**config.mk**
```make
export PLATFORM = sky130hd
export DESIGN_NAME = tone_player_flat
export DESIGN_NICKNAME = d
export VERILOG_FILES = /design/src/rtl/tone_pkg.sv /design/src/rtl/tone_player_if.sv /design/src/rtl/tick_gen.sv /design/src/rtl/tone_player.sv /design/src/flat_wrapper.sv
export SDC_FILE = /design/constraint.sdc
export NUM_CORES = 1
export LEC_CHECK = 0
export BUFFER_PORTS_ARGS = -buffer_cell sky130_fd_sc_hd__buf_2
export CAP_MARGIN = 0
export CORE_MARGIN = 2
export CORE_UTILIZATION = 35
export DETAILED_ROUTE_END_ITERATION = 16
export GPL_ROUTABILITY_DRIVEN = 0
export GPL_TIMING_DRIVEN = 0
export PLACE_DENSITY = 0.54
export SYNTH_ARGS = -nofsm -noshare
export SYNTH_HDL_FRONTEND = slang
export SYNTH_SLANG_ARGS = --single-unit
export TNS_END_PERCENT = 100
```
**constraint.sdc**
```tcl
create_clock -name clk -period 3.3 [get_ports clk]
set_input_delay 0 -clock clk [delete_from_list [all_inputs] [get_ports clk]]
set_output_delay 0 -clock clk [all_outputs]
set_load 0.05 [all_outputs]
```
**src/rtl/tone_pkg.sv**
```systemverilog
// Shared note table, rounding helper and state type for the tone player.
package tone_pkg;

  localparam int NUM_NOTES = 12;

  // Codes at or above this value play silence with normal note timing.
  localparam logic [3:0] REST_CODE = 4'd12;

  localparam int NOTE_HZ [NUM_NOTES] = '{
    440, 466, 494, 523, 554, 587, 622, 659, 698, 740, 784, 831
  };

  typedef enum logic [1:0] {
    IDLE,
    PLAY,
    GAP
  } playerState_t;

  function automatic int half_period(input int f, input int clkHz);
    return (clkHz + f) / (2 * f);
  endfunction

endpackage

```
**src/rtl/tone_player_if.sv**
```systemverilog
// Command/status bundle between the note sequencer and the tone player.
interface tone_player_if #(
  parameter int DUR_W = 12
);
  logic             start;
  logic [3:0]       noteSelect;
  logic [1:0]       octave;
  logic [DUR_W-1:0] duration;
  logic             stop;
  logic             busy;
  logic             done;
  logic             pwmPin;
  logic             ampPin;

  modport master (
    output start, noteSelect, octave, duration, stop,
    input  busy, done, pwmPin, ampPin
  );

  modport slave (
    input  start, noteSelect, octave, duration, stop,
    output busy, done, pwmPin, ampPin
  );
endinterface

```
**src/rtl/tick_gen.sv**
```systemverilog
// Duration prescaler: one-cycle tick every DIVIDE clocks, restartable by clear.
module tick_gen #(
  parameter int DIVIDE = 100_000
) (
  input  logic clk,
  input  logic rst,
  input  logic clear,
  output logic tick,
  output logic tickNext
);
  localparam int CW = (DIVIDE > 1) ? $clog2(DIVIDE) : 1;
  localparam logic [CW-1:0] LAST = CW'(DIVIDE - 1);
  localparam logic [CW-1:0] PRE_LAST = CW'(DIVIDE - 2);

  logic [CW-1:0] count;

  always_ff @(posedge clk or posedge rst) begin
    if (rst) begin
      count <= '0;
    end else if (clear || count == LAST) begin
      count <= '0;
    end else begin
      count <= count + CW'(1);
    end
  end

  // tickNext lets the owner register an output that must coincide with tick.
  assign tick     = (count == LAST);
  assign tickNext = (count == PRE_LAST);
endmodule

```
**src/rtl/tone_player.sv**
```systemverilog
// Single-voice square-wave note player: latches a command, plays it for the
// requested number of ticks, then holds a silent gap before going idle.
module tone_player
  import tone_pkg::*;
#(
  parameter int CLK_HZ    = 100_000_000,
  parameter int TICK_HZ   = 1000,
  parameter int DUR_W     = 12,
  parameter int GAP_TICKS = 20,
  parameter int HP_W      = 18
) (
  input logic          clk,
  input logic          rst,
  tone_player_if.slave bus
);
  localparam int TICK_DIV = CLK_HZ / TICK_HZ;
  localparam int GAP_W    = $clog2(GAP_TICKS + 1);
  localparam int CNT_W    = (DUR_W > GAP_W) ? DUR_W : GAP_W;
  localparam logic [CNT_W-1:0] GAP_LAST = CNT_W'(GAP_TICKS - 1);

  function automatic logic [NUM_NOTES-1:0][HP_W-1:0] buildHpTable();
    logic [NUM_NOTES-1:0][HP_W-1:0] t;
    for (int i = 0; i < NUM_NOTES; i++) begin
      t[i] = HP_W'(half_period(NOTE_HZ[i], CLK_HZ));
    end
    return t;
  endfunction

  localparam logic [NUM_NOTES-1:0][HP_W-1:0] HP_TABLE = buildHpTable();

  playerState_t     state;
  logic [CNT_W-1:0] tickCount;
  logic [CNT_W-1:0] durLast;
  logic [DUR_W-1:0] durLatched;
  logic [HP_W-1:0]  hpLatched;
  logic [HP_W-1:0]  hpCount;
  logic [HP_W-1:0]  hpNext;
  logic             isRest;
  logic             noteIsRest;
  logic             accept;
  logic             tick;
  logic             tickNext;

  assign noteIsRest = (bus.noteSelect >= REST_CODE);
  assign hpNext     = noteIsRest ? '0 : (HP_TABLE[bus.noteSelect] >> bus.octave);
  assign accept     = (state == IDLE) && bus.start;
  assign durLast    = CNT_W'(durLatched) - CNT_W'(1);

  tick_gen #(
    .DIVIDE(TICK_DIV)
  ) tickGen (
    .clk      (clk),
    .rst      (rst),
    .clear    (accept),
    .tick     (tick),
    .tickNext (tickNext)
  );

  // Control FSM; the wave is cut wherever it is when the duration expires.
  always_ff @(posedge clk or posedge rst) begin
    if (rst) begin
      state      <= IDLE;
      tickCount  <= '0;
      durLatched <= '0;
      hpLatched  <= '0;
      hpCount    <= '0;
      isRest     <= 1'b0;
      bus.busy   <= 1'b0;
      bus.done   <= 1'b0;
      bus.pwmPin <= 1'b0;
      bus.ampPin <= 1'b0;
    end else begin
      bus.done <= 1'b0;
      case (state)
        IDLE: begin
          if (bus.start) begin
            durLatched <= bus.duration;
            hpLatched  <= hpNext;
            isRest     <= noteIsRest;
            tickCount  <= '0;
            hpCount    <= '0;
            bus.busy   <= 1'b1;
            if (bus.duration == '0) begin
              state      <= GAP;
              bus.ampPin <= 1'b0;
              bus.pwmPin <= 1'b0;
            end else begin
              state      <= PLAY;
              bus.ampPin <= !noteIsRest;
              bus.pwmPin <= !noteIsRest;
            end
          end
        end

        PLAY: begin
          if (bus.stop) begin
            state      <= IDLE;
            bus.busy   <= 1'b0;
            bus.ampPin <= 1'b0;
            bus.pwmPin <= 1'b0;
          end else begin
            if (hpCount == hpLatched - HP_W'(1)) begin
              hpCount <= '0;
              if (!isRest) begin
                bus.pwmPin <= !bus.pwmPin;
              end
            end else begin
              hpCount <= hpCount + HP_W'(1);
            end
            if (tick) begin
              if (tickCount == durLast) begin
                state      <= GAP;
                tickCount  <= '0;
                bus.ampPin <= 1'b0;
                bus.pwmPin <= 1'b0;
              end else begin
                tickCount <= tickCount + CNT_W'(1);
              end
            end
          end
        end

        GAP: begin
          if (bus.stop) begin
            state    <= IDLE;
            bus.busy <= 1'b0;
          end else begin
            // done is raised one clock early so it lands on the final GAP cycle.
            if (tickNext && tickCount == GAP_LAST) begin
              bus.done <= 1'b1;
            end
            if (tick) begin
              if (tickCount == GAP_LAST) begin
                state    <= IDLE;
                bus.busy <= 1'b0;
              end else begin
                tickCount <= tickCount + CNT_W'(1);
              end
            end
          end
        end

        default: begin
          state      <= IDLE;
          bus.busy   <= 1'b0;
          bus.ampPin <= 1'b0;
          bus.pwmPin <= 1'b0;
        end
      endcase
    end
  end
endmodule

```
**src/flat_wrapper.sv**
```systemverilog
// flat-port wrapper written by rule: the top's interface ports become plain ports
module tone_player_flat import tone_pkg::*;
#(
  parameter int CLK_HZ    = 100_000_000,
  parameter int TICK_HZ   = 1000,
  parameter int DUR_W     = 12,
  parameter int GAP_TICKS = 20,
  parameter int HP_W      = 18
)
  (clk, rst, bus_start, bus_noteSelect, bus_octave, bus_duration, bus_stop, bus_busy, bus_done, bus_pwmPin, bus_ampPin);
  tone_player_if #(.DUR_W(DUR_W)) bus_i ();
  input logic clk;
  input logic rst;
  input wire logic [$bits(bus_i.start)-1:0] bus_start;
  input wire logic [$bits(bus_i.noteSelect)-1:0] bus_noteSelect;
  input wire logic [$bits(bus_i.octave)-1:0] bus_octave;
  input wire logic [$bits(bus_i.duration)-1:0] bus_duration;
  input wire logic [$bits(bus_i.stop)-1:0] bus_stop;
  output wire logic [$bits(bus_i.busy)-1:0] bus_busy;
  output wire logic [$bits(bus_i.done)-1:0] bus_done;
  output wire logic [$bits(bus_i.pwmPin)-1:0] bus_pwmPin;
  output wire logic [$bits(bus_i.ampPin)-1:0] bus_ampPin;
  assign bus_i.start = bus_start;
  assign bus_i.noteSelect = bus_noteSelect;
  assign bus_i.octave = bus_octave;
  assign bus_i.duration = bus_duration;
  assign bus_i.stop = bus_stop;
  assign bus_busy = bus_i.busy;
  assign bus_done = bus_i.done;
  assign bus_pwmPin = bus_i.pwmPin;
  assign bus_ampPin = bus_i.ampPin;
  tone_player #(.CLK_HZ(CLK_HZ), .TICK_HZ(TICK_HZ), .DUR_W(DUR_W), .GAP_TICKS(GAP_TICKS), .HP_W(HP_W)) u_core (.clk(clk), .rst(rst), .bus(bus_i));
endmodule
```
==> impl_metrics.env <==
export IMPL_synth_nets=733
export IMPL_fin_nets=783
export IMPL_routed_wl_um=14800
export IMPL_grt_overflow=0
export IMPL_area_delta_synth_final_pct=15.7
export IMPL_fp_row_count=47
export IMPL_maxSlewHeadroom=0.312
export IMPL_slew_violations=0
export IMPL_worstSetupStartpointType="flop"
export IMPL_grt_total_usage=0.173
export IMPL_core_um2=16500
export IMPL_io_buffers=23
export IMPL_hold_violations=0
export IMPL_slowest_stage="or3b_2"
export IMPL_antennaDiodeCount=0
export IMPL_slowest_delay_ns=0.54
export IMPL_ioPinCount=26
export IMPL_clk_pin_slew_ns=0.07
export IMPL_first_pass_iters=5
export IMPL_crit_path_end_kind="flop"
export IMPL_ir_drop_mv=0.302
export IMPL_status="complete, no violations"
export IMPL_use_met1=0.241
export IMPL_crit_buf_inv=3
export IMPL_fin_crit_sh=0.951
export IMPL_synth_edf_count=0
export IMPL_clock_fmax_mhz=319
export IMPL_cts_root_buf="clkbuf_16"
export IMPL_dp_hpwl_um=11100
export IMPL_insertion_delay_ns=0.35
export IMPL_worstPathArrival_ns=3.38
export IMPL_path_cells="buf_6 > inv_1 > ha_2 > or3b_2 > nor3_2 > mux2_2 > mux2i_1 > a221oi_2 > nand4b_4 > nand2_2 > buf_6 > o311ai_1"
export IMPL_ys_seq_area_frac=0.355
export IMPL_synth_cell_types=65
export IMPL_async_flop_share=1.00
export IMPL_crit_path_max_fanout=10
export IMPL_busiest_layer="met2"
export IMPL_syn_area_um2=5850
export IMPL_place_ws_ns=-0.0212
export IMPL_synth_ff_type="dfrtp_1"
export IMPL_grt_pass1_vias=5093
export IMPL_worst_path_most_repeated_cell="buf_6"
export IMPL_start_util=0.355
export IMPL_fin_worst_skew_ns=0.00568
export IMPL_num_fill_cells=1674
export IMPL_die_area_um2=17800
export IMPL_crit_type="flop to flop"
export IMPL_required_ns=3.54
export IMPL_cts_tree="done"
export IMPL_tightest_slew_ns=1.03
export IMPL_drt_wirelength_per_cell_um=15.3
export IMPL_drt_vias_per_instance=5.41
export IMPL_drt_iter0_markers=338
export IMPL_yosysWarnings=0
export IMPL_clock_sinks=83
export IMPL_max_cap_viol_count=0
export IMPL_htreeDepth=3
export IMPL_die_width_um=133
export IMPL_grt_met2_usage=0.275
export IMPL_crit_family="simple AND/OR/NAND/NOR gates"
export IMPL_grt_pass1_wl_um=25100
export IMPL_cts_setup_buffers=0
export IMPL_drive_above_1_share=0.116
export IMPL_syn_area_per_cell_um2=8.44
export IMPL_ant_nets=0
export IMPL_met3_usage=0.0282
export IMPL_antenna_found_initial=0
export IMPL_period_needed_ns=3.14
export IMPL_setup_viol=0
export IMPL_vias=5235
export IMPL_synth_cells=693
export IMPL_ys_ff_latch=83
export IMPL_power_leakage_uw=0.00275
export IMPL_cts_buffers=9
export IMPL_drc=0
export IMPL_pwr_density_cell_nw_per_um2=715
export IMPL_clk_path_buf_depth=2
export IMPL_multiInputGateArea_um2=3510
export IMPL_hp_class="primary input to async pin"
export IMPL_rsz0062_at_grt="false"
export IMPL_grt_max_degree=60
export IMPL_setup_tns_ns=0
export IMPL_register_area_um2=2080
export IMPL_die_y_um=133
export IMPL_layout_setup_ws_ns=0.162
[flip-flops by register name, indices dropped and copies added, names as in the netlist]
register / count
u_core.isRest: 1
u_core.bus.ampPin: 1
u_core.state: 2
u_core.bus.pwmPin: 1
u_core.durLatched: 12
u_core.tickCount: 12
u_core.hpCount: 18
u_core.hpLatched: 17
u_core.bus.busy: 1
u_core.tickGen.count: 17
u_core.bus.done: 1
[metal layers]
| layer | share of wire | wire [um] | vias to the layer above |
|---|---|---|---|
| li1 | - | - | 2593 |
| met1 | 0.50 | 7370 | 2540 |
| met2 | 0.46 | 6870 | 86 |
| met3 | 0.026 | 387 | 16 |
| met4 | 0.015 | 218 | 0 |
| met5 | 0 | 0 | - |
[synth_stat cells, types with 5 or more instances]
cell type	count	area, um2
nand2_1	84	315
dfrtp_1	83	2080
nor2_1	54	203
o21ai_0	40	200
xnor2_1	34	298
nand3_1	33	165
clkbuf_1	30	113
a21oi_1	29	145
inv_1	24	90.1
mux2_2	19	214
ha_1	18	225
mux2i_1	18	180
xor2_1	17	149
a31oi_1	16	100
and3_1	16	100
nor3_1	14	70.1
nand4_1	13	81.3
a22o_1	9	78.8
nor4_1	9	56.3
nand2b_1	8	50.1
o22ai_1	8	50.1
or4_1	8	60.1
and2_1	7	43.8
buf_1	7	26.3
or3_1	7	43.8
o21ai_1	6	30.0
or2_2	6	37.5
a211oi_1	5	37.5
nor2b_1	5	31.3
o31ai_1	5	37.5
[power by group]
group          total (uW)  switching [uW]  internal [uW]
Clock                1110             442            668
Sequential           1580             315           1270
Combinational        2150            1260            882
[cell type report]
class	instances	share of cell area
Timing Repair Buffer	39	0.0433
Buffer	43	0.0277
Sequential cell	83	0.307
Clock buffer	9	0.0333
Tap cell	220	0.0407
Clock inverter	7	0.0150
Multi-Input combinational cell	541	0.518
Inverter	26	0.0148
[cell families (layout without fill, tap and decap cells)]
group / count (synthesis) / after routing / share of synthesized area
simple gates: 285 / 285 / 0.249
fa+ha+maj: 18 / 18 / 0.0385
flops: 83 / 83 / 0.355
xor+xnor: 51 / 51 / 0.0764
mux: 37 / 37 / 0.0674
buf+inv: 69 / 124 / 0.0488
compound gates: 150 / 150 / 0.165
[worst register-to-register path, cell delays in order, from the launching register on]
cell      delay [ns]
dfrtp_1         0.37
buf_6           0.13
inv_1           0.05
ha_2            0.25
or3b_2          0.54
nor3_2          0.23
mux2_2          0.37
mux2i_1         0.17
a221oi_2        0.13
nand4b_4        0.20
nand2_2         0.11
buf_6           0.18
o311ai_1        0.29
[layout by cell type (no fill, tap or decap), drive strengths merged, types with 14 or more instances in the layout]
cell,netlist,routed
dlygate4sd3,0,15
o21ai,46,46
nor3,14,14
inv,24,25
mux2,19,19
and3,16,16
a31oi,16,16
xor2,17,17
dfrtp,83,83
nor2,54,54
nand3,33,33
mux2i,18,18
a21oi,29,29
nand2,85,85
clkbuf,30,39
ha,18,18
xnor2,34,34
buf,13,37
[through the flow]
| step | cells | area (um2) | util | power (uW) | hold slack, ns |
|---|---|---|---|---|---|
| 4_1_cts | 968 | 6750 | 0.410 | 4820 | 0.201 |
| 6_report | 968 | 6770 | 0.411 | 4840 | 0.192 |
| 2_1_floorplan | 693 | 5850 | - | 3140 | 0.0865 |
| 3_3_place_gp | 936 | 6240 | 0.379 | 3600 | 0.242 |
| 3_5_place_dp | 937 | 6270 | 0.381 | 3690 | 0.00906 |
| 5_1_grt | 968 | 6770 | 0.411 | 5180 | 0.236 |
[timing repair]
item,4_1_cts,5_1_grt
setup endpoints to repair,3,7
hold endpoints to repair,39,0
hold buffers,15,0
resized for setup,1,3
pin swaps,0,0
[path summary, 6_finish.rpt]
path	from	end	slack, ns	cells after the start
max	u_core.hpLatched[0]	u_core.hpCount[17]	0.16	12
min	rst	u_core.bus.done	0.19	3
max reg2reg	u_core.hpLatched[0]	u_core.hpCount[17]	0.16	12
min reg2reg	u_core.bus.busy	u_core.bus.busy	0.51	1
max in group asynchronous	rst	u_core.hpLatched[0]	2.51	4
min in group clk	bus_octave[1]	u_core.hpLatched[12]	0.22	3
(Power assumes the default switching activity.)
